`src/rtl/serial_pattern_gen.sv`:
```
// Serial test-pattern transmitter: latches a parallel pattern on start and shifts it out
// MSB-first on W, one bit per BIT_CYCLES clocks, with a mid-bit strobe on bit_clk.
module serial_pattern_gen #(
   parameter int unsigned BIT_CYCLES = 10000,
   parameter int unsigned WIDTH      = 16
) (
   input  logic             clk,
   input  logic             Reset,
   input  logic             start,
   input  logic [WIDTH-1:0] pattern,
   input  logic [4:0]       length,
   input  logic [3:0]       repeats,
   output logic             W,
   output logic             bit_clk,
   output logic             busy,
   output logic             done
);

   localparam int unsigned PW = $clog2(BIT_CYCLES);
   localparam int unsigned IW = $clog2(WIDTH);
   localparam logic [PW-1:0] PH_LAST = PW'(BIT_CYCLES - 1);
   localparam logic [PW-1:0] PH_HALF = PW'(BIT_CYCLES / 2);

   typedef enum logic [1:0] {StIdle, StSend, StDone} state_e;

   state_e           state_q, state_d;
   logic [PW-1:0]    phase_q, phase_d;
   logic [IW-1:0]    idx_q, idx_d;
   logic [IW-1:0]    last_q, last_d;
   logic [3:0]       rep_q, rep_d;
   logic [WIDTH-1:0] pat_q, pat_d;
   logic [4:0]       len_eff;
   logic [IW-1:0]    last_eff;
   logic             w_d, bit_clk_d, busy_d, done_d;

   // Zero or oversize length falls back to the full register width.
   always_comb begin
      len_eff = length;
      if (length == 5'd0 || {27'd0, length} > WIDTH) begin
         len_eff = 5'(WIDTH);
      end
      last_eff = IW'(len_eff - 5'd1);
   end

   always_comb begin
      state_d = state_q;
      phase_d = phase_q;
      idx_d   = idx_q;
      last_d  = last_q;
      rep_d   = rep_q;
      pat_d   = pat_q;
      unique case (state_q)
         StIdle: begin
            if (start) begin
               state_d = StSend;
               phase_d = '0;
               pat_d   = pattern;
               last_d  = last_eff;
               idx_d   = last_eff;
               rep_d   = repeats;
            end
         end
         StSend: begin
            if (phase_q == PH_LAST) begin
               phase_d = '0;
               if (idx_q != '0) begin
                  idx_d = idx_q - 1'b1;
               end else if (rep_q != 4'd0) begin
                  idx_d = last_q;
                  rep_d = rep_q - 4'd1;
               end else begin
                  state_d = StDone;
               end
            end else begin
               phase_d = phase_q + 1'b1;
            end
         end
         StDone: begin
            state_d = StIdle;
         end
         default: begin
            state_d = StIdle;
         end
      endcase

      // Outputs are registered from next-state values so they line up with the counters.
      w_d       = (state_d == StSend) ? pat_d[idx_d] : 1'b0;
      bit_clk_d = (state_d == StSend) && (phase_d >= PH_HALF);
      busy_d    = (state_d == StSend);
      done_d    = (state_d == StDone);
   end

   always_ff @(posedge clk or negedge Reset) begin
      if (!Reset) begin
         state_q <= StIdle;
         phase_q <= '0;
         idx_q   <= '0;
         last_q  <= '0;
         rep_q   <= '0;
         pat_q   <= '0;
         W       <= 1'b0;
         bit_clk <= 1'b0;
         busy    <= 1'b0;
         done    <= 1'b0;
      end else begin
         state_q <= state_d;
         phase_q <= phase_d;
         idx_q   <= idx_d;
         last_q  <= last_d;
         rep_q   <= rep_d;
         pat_q   <= pat_d;
         W       <= w_d;
         bit_clk <= bit_clk_d;
         busy    <= busy_d;
         done    <= done_d;
      end
   end

endmodule

```
`config.mk`:
```
export PLATFORM = sky130hd
export DESIGN_NAME = serial_pattern_gen
export DESIGN_NICKNAME = d
export VERILOG_FILES = /design/src/rtl/serial_pattern_gen.sv
export SDC_FILE = /design/constraint.sdc
export NUM_CORES = 1
export LEC_CHECK = 0
export BUFFER_PORTS_ARGS = -buffer_cell sky130_fd_sc_hd__buf_2
export CAP_MARGIN = 30
export CORE_ASPECT_RATIO = 0.75
export CORE_MARGIN = 4
export CORE_UTILIZATION = 45
export CTS_CLUSTER_DIAMETER = 120
export DETAILED_ROUTE_END_ITERATION = 12
export PLACE_DENSITY_LB_ADDON = 0.1
export SLEW_MARGIN = 20
export SYNTH_ARGS = -nofsm -noshare
export SYNTH_HDL_FRONTEND = slang
export SYNTH_SLANG_ARGS = --single-unit
```
`constraint.sdc`:
```
create_clock -name clk -period 3.27 [get_ports clk]
set_input_delay 0.8175 -clock clk [delete_from_list [all_inputs] [get_ports clk]]
set_output_delay 0.8175 -clock clk [all_outputs]
set_load 0.01 [all_outputs]
```
# --- Yosys cells after proc, flatten, opt, wreduce, memory -nomap -nowiden ---
# Index checks and enable logic that the tools add are counted.
word_totals:
  ff_bits: 48
op_classes:
  add_sub_neg: 4
  magnitude_cmp: 3
  n_eq_ne: 8
  mux: 24
  reduce_logical: 9
op_table:
  columns: ["cell", "n"]
  rows:
  - ["2-to-1 mux 4 bit", 9]
  - ["2-to-1 mux 16 bit", 2]
  - ["2-to-1 mux 14 bit", 2]
  - ["one-hot mux 14 bit (2 select lines)", 1]
  - ["one-hot mux 4 bit (2 select lines)", 2]
  - ["adder 14 x 1 -> 14 bit, second input constant", 1]
  - ["equality test 14 bit, second input constant", 1]
  - ["greater-or-equal comparator 14 x 13 -> 1 bit, second input constant", 1]
  - ["subtractor 4 x 1 -> 4 bit, second input constant", 3]
  - ["2-to-1 mux 2 bit", 4]
  - ["inequality test 2 bit, second input constant", 4]
  - ["nonzero test 4 bit", 2]
  - ["> comparator 5 bit, second input constant", 1]
  - ["logical NOT 5 bit", 1]
  - ["< comparator 4 x 5 -> 1 bit, second input constant", 1]
  - ["AND reduction 5 bit", 1]
  - ["binary-select mux 1 bit (select 4 bit)", 1]
  - ["equality test 2 x 1 -> 1 bit, second input constant", 2]
  - ["one-hot mux 2 bit (2 select lines)", 1]
  - ["equality test 2 bit, second input constant", 1]
  - ["logical NOT 2 bit", 1]
  - ["2-to-1 mux 1 bit", 2]
  - ["AND reduction 2 bit", 1]
  - ["nonzero test 2 bit", 1]
  - ["2 further kinds", 2]

# --- Longest topological paths before layout ---
# Gate-level depths: netlist of run 1.
logic_depth:
  depth_word: 9
  mapped_depth: 13
  depth_no_buf: 12

# --- Worst setup path after synthesis of run 1 ---
# OpenSTA, ideal clock, no wires.
synth_timing:
  path_kind: "input to register"
  start: "in length[4]"
  end: "reg W"
  setup_ps: 132
  arrival_ps: 2694
  required_time_ps: 3138
  path_slack_ps: 444
  cell_stages: 12
  n_path_buf: 1
  path_cell_list: "nand2b_1 -> ha_1 -> xnor2_1 -> o21ai_0 -> a31oi_1 -> and2_4 -> buf_6 -> clkinv_8 -> and3_2 -> a32o_2 -> a211oi_1 -> a211oi_2"
synth_via:
  elab_chain_len: 9
synth_rtl:
  columns: ["item", "line", "rtl"]
  rows:
  - ["from (decl)", "11", "input logic [4:0] length,"]
  - ["> comparator 5 bit / logical NOT 5 bit (equally long branches)", "39", "if (length == 5'd0 || {27'd0, length} > WIDTH) begin"]
  - ["logical OR 1 bit (*)", "39", null]
  - ["2-to-1 mux 4 bit (*)", "39", null]
  - ["subtractor 4 x 1 -> 4 bit (*)", "42", "last_eff = IW'(len_eff - 5'd1);"]
  - ["2-to-1 mux 4 bit (*)", "54", "if (start) begin"]
  - ["one-hot mux 4 bit (2 select lines) (*)", "52", "unique case (state_q)"]
  - ["via idx_d[2]", "28", "logic [IW-1:0] idx_q, idx_d;"]
  - ["binary-select mux 1 bit (select 4 bit) (*)", "87", "w_d = (state_d == StSend) ? pat_d[idx_d] : 1'b0;"]
  - ["2-to-1 mux 1 bit (implied by the code) (*)", "87", null]
  - ["2-to-1 mux 1 bit (*)", "87", null]
  - ["via w_d", "34", "logic w_d, bit_clk_d, busy_d, done_d;"]
  - ["to (signal assigned)", "112", "W <= w_d;"]
  - ["to (decl)", "13", "output logic W,"]
# Mark *: on every way through the listed nets, which the timed path passes. The rest lies on a longest branch. The select of a mux whose other input is x is not followed.
# A chain may end at the register's enable or synchronous reset.

# --- Final worst setup path of run 1 ---
layout_timing:
  start: "reg phase_q[5]"
  end: "reg bit_clk"
layout_via:
  elab_chain_len: 5
layout_rtl:
  columns: ["item", "line", "rtl"]
  rows:
  - ["from (decl)", "27", "logic [PW-1:0] phase_q, phase_d;"]
  - ["from (signal assigned)", "107", "phase_q <= phase_d;"]
  - ["equality test 14 bit", "64", "if (phase_q == PH_LAST) begin"]
  - ["2-to-1 mux 14 bit", "64", null]
  - ["one-hot mux 14 bit (2 select lines)", "52", null]
  - ["via phase_d[3]", "27", null]
  - ["greater-or-equal comparator 14 x 13 -> 1 bit", "88", "bit_clk_d = (state_d == StSend) && (phase_d >= PH_HALF);"]
  - ["logical AND 1 bit", "88", null]
  - ["via bit_clk_d", "34", null]
  - ["to (signal assigned)", "113", "bit_clk <= bit_clk_d;"]
  - ["to (decl)", "14", "output logic bit_clk,"]
# The timed path passes the listed nets, and every way through them passes these cells.

==> metrics.csv, run 1 <==
metric;value;unit
drt_first_pass_iters;4;
cts_root_buf;clkbuf_8;
hold_viol_final;0;
crit_path_cell_trace;or3_1 > or4_1 > nand2_1 > nor2_1 > o21ai_0 > o21ai_0 > o2111a_1 > nor3_1 > o31ai_1;
globalRouteOverflowTotal;0;
startpoint_type;register;
setup_viol;0;
fin_crit;2.958;ns
async_flop_share;100.0;%
min_period_over_period;90.45;%
grt_pass1_vias;1924;
cap_viol_max_count;0;
synth_area;2725;um^2
critical_path_required;3.46;ns
cts_resized;0;
ys.flop_type;dfrtp_1;
crit_buf_inv;0;
fin_skew;0.01078;ns
powerDensity;347.0;nW/um^2
cp_max_fo;10;
core;5856;um^2
synth.avg_cell_area;9.145;um^2
wl_per_cell;14.56;um
synth_edf_count;0;
drc;0;
yosysUniqueCellTypes;61;
clkSinkCount;48;
dp_cells;403;
nets;365;
die_w;97.86;um
synthToLayoutAreaGrowth;12.03;%
die_h;75.40;um
synth-compound-area-share;17.81;%
mostFrequentLayoutCell;nand2_1;
layout_common_cells;nand2_1, dfrtp_1, buf_2, o21ai_0, nor2_1;
cp_slowest_cell;or4_1;
slew_headroom;64.25;%
rows;24;
dieArea;7378;um^2
seq_area_frac_synth;44.08;%
cts_setup_buffers;0;
io_buffers;31;
synth-seq-cells;48;
netlist_instances;298;
critPathArrivalTime;3.15;ns
finalSetupTns;0;ns
synth-adder-area-share;2.296;%
hpwl;4499;um
cts_tree;built;
antenna_left;0;
cp_slowest_stage_delay;0.62;ns
gp_congestion;0.8243;
path_delay_family;simple AND/OR/NAND/NOR gates;
grt_pass1_wl;10030;um
end_kind;register;
synth_mux_area_share;2.938;%
antenna_found_initial;0;
vdd_drop_max;221.8;uV
clkTransAtPathRegs;0.10;ns
crit_top_cell;o21ai_0;
rsz0062_at_grt;no;
drive_gt1_share;21.32;%
maxSlewViolCount;0;
first_iter_violations;70;
wl;5984;um
hold_class;in2async;
synth_top_family_by_area;simple AND/OR/NAND/NOR gates;
avgViaCountPerCell;5.348;
start_util;46.54;%
clock_path_buffers;2;
tightest_slew;0.5343;ns
yosysWarnings;0;
max_freq;338.1;MHz
crit_type;reg2reg;
cts_buffers;5;
htree_levels;2;
grt_max_degree;33;
vias;2198;
syn_nets;331;
status;completed;
num_antenna_cells;0;
track_usage;16.96;%
synthXorXnorAreaFrac;1.928;%
cts_hold_buf;0;
insertion_delay;0.30;ns
ioPinCount;32;
synth-simple-area-share;25.02;%
fin_cells;411;
leakage;0.001496;uW
## worst register-to-register path, stage by stage (launching register included)
cell	delay, ns
dfrtp_1	0.47
or3_1	0.43
or4_1	0.62
nand2_1	0.38
nor2_1	0.09
o21ai_0	0.14
o21ai_0	0.19
o2111a_1	0.29
nor3_1	0.15
o31ai_1	0.09
## metrics by stage
| step | setup slack (ns) | cell area, um^2 | total power, uW | hold slack [ns] | util (%) |
|---|---|---|---|---|---|
| detailed placement | 0.1541 | 2942 | 641.7 | 0.4608 | 50.24 |
| global route | 0.09326 | 3053 | 1104 | 0.4393 | 52.14 |
| finish | 0.3123 | 3053 | 1059 | 0.4224 | 52.14 |
| global placement | 0.2080 | 2942 | 641.3 | 0.4541 | 50.24 |
| CTS | 0.3296 | 3053 | 1074 | 0.4309 | 52.14 |
| floorplan | 0.4443 | 2725 | 611.3 | 0.4338 | - |
## state kept, by name, indices dropped and copies added (netlist names)
register  count
rep_q         4
state_q       2
pat_q        16
last_q        4
phase_q      14
done          1
bit_clk       1
idx_q         4
busy          1
W             1
## worst paths after layout
path / from / to / slack (ns) / depth (start not counted)
min in group clk: pat_q[4] / pat_q[4] / 0.49 / 2
min reg2reg: pat_q[4] / pat_q[4] / 0.49 / 2
max reg2reg: phase_q[5] / bit_clk / 0.31 / 9
min: Reset / phase_q[13] / 0.42 / 1
max in group asynchronous: Reset / pat_q[1] / 2.10 / 2
max: phase_q[5] / bit_clk / 0.31 / 9
## Yosys cell counts, drive strengths merged, types with 2 or more instances
cell type   n  area [um^2]
a211oi      6        72.57
a21o        2        15.01
a21oi       5        25.02
a22oi       2        15.01
a31oi       2        12.51
a41oi       2        17.52
and2        2        16.27
and3       10        65.06
buf         4        38.78
clkbuf      7        46.30
dfrtp      48         1201
ha          5        62.56
inv        13        48.79
mux2i       8        80.08
nand2      65        246.5
nand2b      3        18.77
nand3      11        55.05
nor2       23        112.6
nor2b       2        12.51
nor3        9        45.04
nor4        2        12.51
o2111a      2        22.52
o2111ai     2        17.52
o211ai      3        22.52
o21a        2        22.52
o21ai      26        130.1
o31ai       5        37.54
or2b        3        26.28
or3         2        13.77
xnor2       4        35.03
xor2        2        17.52
## layer usage
| metal | vias to the layer above | share of wire [%] | routed length (um) | global-route usage [%] |
|---|---|---|---|---|
| li1 | 1113 | - | - | - |
| met1 | 1036 | 56 | 3332 | 27.66 |
| met2 | 44 | 40 | 2377 | 22.55 |
| met3 | 5 | 3.9 | 232 | 3.477 |
| met4 | 0 | 0.69 | 41 | 3.687 |
| met5 | - | 0 | 0 | 0 |
## kinds of logic (layout without fill, tap and decap cells)
kind of cell,after synthesis,in the layout
XOR/XNOR,6,6
buffers and inverters,26,61
AO/OA/AOI/OAI,67,67
AND/OR/NAND/NOR,138,138
multiplexers,8,8
adder cells (fa/ha/maj),5,5
flip-flops,48,48
## area by class of cell
class | count | area (um^2)
clock inverter | 3 | 42.54
inverter | 14 | 65.06
fill | 597 | 2803
sequential | 48 | 1201
timing repair buffer | 39 | 215.2
tap | 78 | 97.59
clock buffer | 5 | 68.82
multi-input combinational | 224 | 1363
## report_power, final
group          switching, uW  internal, uW  leakage (uW)
clock                    205           227     0.0000541
sequential                 0           593      0.000619
combinational           19.9          15.5      0.000823
Power figures use the tool's default switching activity.
==> run 2, diff against run 1 <==
clock period = 3.8 ns   (was 3.27 ns; I/O delays follow)
==> run 2 against run 1 <==
Effect of this change:
- hold slack better by 0.060 ns
- sequential share of layout area is 0.15 points higher
- cell count is 0.49% lower
- clock skew hardly changed
- flip-flop and latch count stayed put
- critical path depth stayed put
- routed wire length is 3.3% higher
- die area stayed put
- core utilization is 0.19 points lower
- critical endpoint unchanged
- highest routed layer unchanged
==> metrics.csv, run 2 (synthesized netlist as in run 1, its figures left out) <==
metric;value;unit;change
status;completed;;
cts_hold_buf;0;;unchanged
end_kind;register;;
wl;6183;um;+3.3%
num_antenna_cells;0;;unchanged
layout_common_cells;nand2_1, dfrtp_1, buf_2, o21ai_0, nor2_1;;
antenna_found_initial;0;;unchanged
rsz0062_at_grt;no;;
fin_hold_ws;0.4822;ns;+0.05986 ns
r2r_end;bit_clk;;
dieArea;7378;um^2;unchanged
antenna_left;0;;unchanged
crit_type;reg2reg;;
ioPinCount;32;;unchanged
nets;363;;-0.55%
hold_class;reg2reg;;
clkSinkCount;48;;unchanged
cp_max_fo;15;;+5
fin_skew;0.01087;ns;+0.00009280 ns
crit_end;bit_clk;;
htree_levels;2;;unchanged
grt_pass1_vias;1965;;+2.1%
tightest_slew;0.7586;ns;+0.2243 ns
start_util;46.54;%;unchanged
fin_crit;3.091;ns;+0.1337 ns
die_w;97.86;um;unchanged
clock_path_buffers;2;;unchanged
cap_viol_max_count;0;;unchanged
drive_gt1_share;20.85;%;-0.48 points
place_ws;0.5403;ns;+0.3861 ns
slew_headroom;49.43;%;-15 points
powerDensity;305.2;nW/um^2;-12%
drc;0;;unchanged
setup_ws;0.7086;ns;+0.3963 ns
total_power;928.4;uW;-12%
synthToLayoutAreaGrowth;11.62;%;
setup_viol;0;;unchanged
largest_reg_flops;16;;unchanged
gp_congestion;0.8484;;+2.9%
min_period_over_period;81.35;%;-9.1 points
maxSlewViolCount;0;;unchanged
core;5856;um^2;unchanged
reg2regPathDepth;9;;unchanged
first_iter_violations;140;;+100%
io_buffers;31;;unchanged
clkTransAtPathRegs;0.10;ns;about the same
vdd_drop_max;137.5;uV;-38%
grt_max_degree;34;;+3.0%
hpwl;4438;um;-1.3%
leakage;0.001486;uW;-0.69%
reg_top3;pat_q x16, phase_q x14;;
startpoint_type;register;;
hold_viol_final;0;;unchanged
finalSetupTns;0;ns;unchanged
die_h;75.40;um;unchanged
critical_path_required;3.98;ns;+0.52 ns
cts_root_buf;clkbuf_8;;
cts_setup_buffers;0;;unchanged
vias;2206;;+0.36%
globalRouteOverflowTotal;0;;unchanged
grt_pass1_wl;10350;um;+3.2%
rows;24;;unchanged
r2r_slack;0.71;ns;+0.40 ns
mostFrequentLayoutCell;nand2_1;;
avgViaCountPerCell;5.394;;+0.85%
cts_tree;built;;
cts_resized;0;;unchanged
insertion_delay;0.31;ns;about the same
crit_start;phase_q[5];;
max_freq;323.5;MHz;-4.3%
critPathArrivalTime;3.28;ns;+0.13 ns
cts_buffers;5;;unchanged
track_usage;17.79;%;+0.83 points
r2r_start;phase_q[5];;
regMostFlops;pat_q;;
drt_first_pass_iters;4;;unchanged
wl_per_cell;15.12;um;+3.8%
## run 2: routing by layer
metal,global-route usage [%],up-vias,wire (um)
li1,-,1108,-
met1,28.19,1035,3312
met2,23.83,55,2466
met3,4.026,8,333
met4,5.069,0,71
met5,0,-,0
## run 2: where the power goes
part / total (uW) / switching (uW) / internal, uW
logic: 31.2 / 17.8 / 13.3
registers: 510 / 0 / 510
clock network: 387 / 188 / 198
total: 928 / 206 / 722
## run 2: worst min path at each step
stage	cells past startpoint	slack (ns)	from	endpoint
finish	2	0.48	pat_q[4]	pat_q[4]
global route	2	0.51	pat_q[8]	pat_q[8]
CTS	2	0.48	pat_q[4]	pat_q[4]
detailed placement	2	0.46	pat_q[4]	pat_q[4]
global placement	2	0.46	pat_q[4]	pat_q[4]
floorplan	2	0.43	pat_q[4]	pat_q[4]
## run 2: through the flow
step,area [um^2],std cells,util (%)
floorplan,2725,298,-
global placement,2927,401,49.98
detailed placement,2927,401,49.98
CTS,3042,409,51.94
global route,3042,409,51.94
finish,3042,409,51.94
## run 2: layout make-up
type	count	area, um^2
tap	78	97.59
clock buffer	5	68.82
fill	567	2814
multi-input combinational	224	1363
clock inverter	3	46.29
timing repair buffer	37	200.2
sequential	48	1201
inverter	14	65.06
## run 2: critical path, cell delays in order (launching register included)
cell and delay, ns:
dfrtp_1 0.49, or3_1 0.42, or4_1 0.61, nand2_1 0.48
nor2_1 0.09, o21ai_0 0.24, nand3_1 0.13, o2111a_1 0.25
nor3_1 0.17, o31ai_1 0.09
==> run 3, diff against run 2 <==
clock period = 2.9 ns   (was 3.8 ns; I/O delays follow)
==> run 3 against run 2 <==
Effect of this change:
- fmax rose by 13%
- flip-flop and latch count did not move
- core utilization rose by 3.0 points
- critical endpoint is now W
- cell count rose by 4.9%
==> metrics.csv, run 3 (synthesized netlist as in run 1, its figures left out) <==
metric;value;unit;change
status;completed;;
leakage;0.001580;uW;+6.4%
die_h;75.40;um;unchanged
track_usage;17.87;%;+0.081 points
die_w;97.86;um;unchanged
cts_tree;built;;
grt_pass1_vias;1999;;+1.7%
fin_skew;0.008855;ns;-0.002016 ns
met1_usage;28.60;%;+0.40 points
num_antenna_cells;0;;unchanged
grt_busiest_layer;met1;;
largest_reg_flops;16;;unchanged
setup_viol;0;;unchanged
hold_class;in2async;;
wl;6334;um;+2.4%
dp_cells;420;;+4.7%
critPathArrivalTime;2.97;ns;-0.31 ns
globalRouteOverflowTotal;0;;unchanged
cts_hold_buf;0;;unchanged
r2r_slack;0.16;ns;-0.55 ns
wl_per_cell;14.76;um;-2.3%
cts_root_buf;clkbuf_8;;
p_sw;261.0;uW;+27%
clkTransAtPathRegs;0.10;ns;about the same
min_period_over_period;94.64;%;+13 points
avgViaCountPerCell;5.219;;-3.2%
fin_cells;429;;+4.9%
r2r_start;phase_q[12];;
startpoint_type;register;;
gp_congestion;0.8532;;+0.57%
first_iter_violations;124;;-11%
drc;0;;unchanged
powerDensity;374.9;nW/um^2;+23%
io_buffers;31;;unchanged
grt_pass1_wl;10520;um;+1.6%
end_kind;register;;
finalSetupTns;0;ns;unchanged
cp_slowest_cell;or4_1;;
vdd_drop_max;180.7;uV;+31%
antenna_left;0;;unchanged
cts_buffers;5;;unchanged
use_met3;3.477;%;-0.55 points
pwr-share-clk;40.8;%;-0.9 points
crit_path_cell_trace;nand4bb_1 > or4_1 > buf_4 > nor2_8 > a211oi_2 > a211oi_4 > inv_2 > buf_4 > nor3_1 > a41oi_1 > a211oi_2;;
critical_path_required;3.13;ns;-0.85 ns
power_frac_seq;55.5;%;+0.5 points
r2r_end;W;;
htree_levels;2;;unchanged
synthToLayoutAreaGrowth;18.00;%;
mostFrequentLayoutCell;nand2_1;;
clock_path_buffers;2;;unchanged
clkSinkCount;48;;unchanged
insertion_delay;0.30;ns;about the same
hpwl;4660;um;+5.0%
cp_slowest_stage_delay;0.56;ns;-0.05 ns
rows;24;;unchanged
start_util;46.54;%;unchanged
hold_viol_final;0;;unchanged
reg2regPathDepth;11;;+2
drt_first_pass_iters;4;;unchanged
grt_max_degree;30;;-12%
cap_viol_max_count;0;;unchanged
slew_headroom;56.89;%;+7.5 points
ioPinCount;32;;unchanged
core;5856;um^2;unchanged
comb_power_share;3.7;%;+0.3 points
fin_hold_ws;0.3596;ns;-0.1226 ns
cp_max_fo;6;;-9
rsz0062_at_grt;yes;;
vias;2239;;+1.5%
maxSlewViolCount;0;;unchanged
switching_share;21.65;%;-0.57 points
max_freq;364.4;MHz;+13%
drive_gt1_share;27.07;%;+6.2 points
antenna_found_initial;0;;unchanged
crit_type;reg2reg;;
nets;383;;+5.5%
p_int;944.6;uW;+31%
fin_crit;2.745;ns;-0.3469 ns
layout_common_cells;nand2_1, dfrtp_1, buf_2, buf_4, o21ai_0;;
regMostFlops;pat_q;;
grtUsageMet2;24.74;%;+0.90 points
reg_top3;pat_q x16, phase_q x14;;
tightest_slew;0.6453;ns;-0.1133 ns
dieArea;7378;um^2;unchanged
==> run 3: cell count changes in the layout (fill, tap and decap cells not counted), sizes merged <==
cell / delta
inv: -1
clkinv: +1
buf: +20
==> run 3: how the worst max path moves through the flow <==
| stage | from | endpoint | cells past startpoint |
|---|---|---|---|
| global route | phase_q[0] | W | 12 |
| finish | phase_q[12] | W | 11 |
| floorplan | rep_q[0] | W | 13 |
| detailed placement | length[4] | W | 12 |
| CTS | idx_q[0] | W | 12 |
| global placement | length[4] | W | 12 |
==> run 3: what timing repair did <==
action,in CTS,in global routing
endpoints found under the hold margin,0,0
setup buffers,0,1
endpoints found under the setup margin,0,2
gates resized for setup,0,8
==> run 3: power groups by stage <==
stage,clock network (uW),logic [uW],registers (uW)
2_1_floorplan,0,7.15,682
5_1_grt,541,51.9,669
4_1_cts,506,46.1,669
3_3_place_gp,0,44.7,682
6_report,492,44.9,669
3_5_place_dp,0,45.6,682
==> run 3: final cells by class <==
class                      instances  area [um^2]
timing repair buffer              57        350.3
sequential                        48         1201
clock inverter                     3        42.54
fill                             564         2640
clock buffer                       5        68.82
multi-input combinational        224         1390
tap                               78        97.59
inverter                          14        65.06
==> run 3: critical path, delay by kind of cell, from the launching register on <==
| family | cells | cell delay [ns] |
|---|---|---|
| DFF | 1 | 0.43 |
| buffers and inverters | 3 | 0.47 |
| AOI/OAI and AO/OA | 4 | 0.60 |
| and+or+nand+nor | 4 | 1.17 |
==> run 3: metal layers <==
metal / share of wire [%] / wire (um) / vias up
li1: - / - / 1151
met5: 0 / 0 / -
met4: 0.81 / 51 / 0
met1: 55 / 3494 / 1034
met2: 40 / 2513 / 49
met3: 4.4 / 276 / 5
==> run 3: through the flow <==
step / worst slack, ns / power [uW] / utilization [%] / instance area (um^2)
after global placement: 0.06992 / 726.7 / 52.41 / 3069
after global routing: -0.01091 / 1262 / 54.91 / 3216
after floorplan: 0.1575 / 689.3 / - / 2725
after detailed placement: -0.01158 / 727.6 / 52.41 / 3069
final: 0.1555 / 1206 / 54.91 / 3216
after CTS: 0.006276 / 1221 / 54.32 / 3181
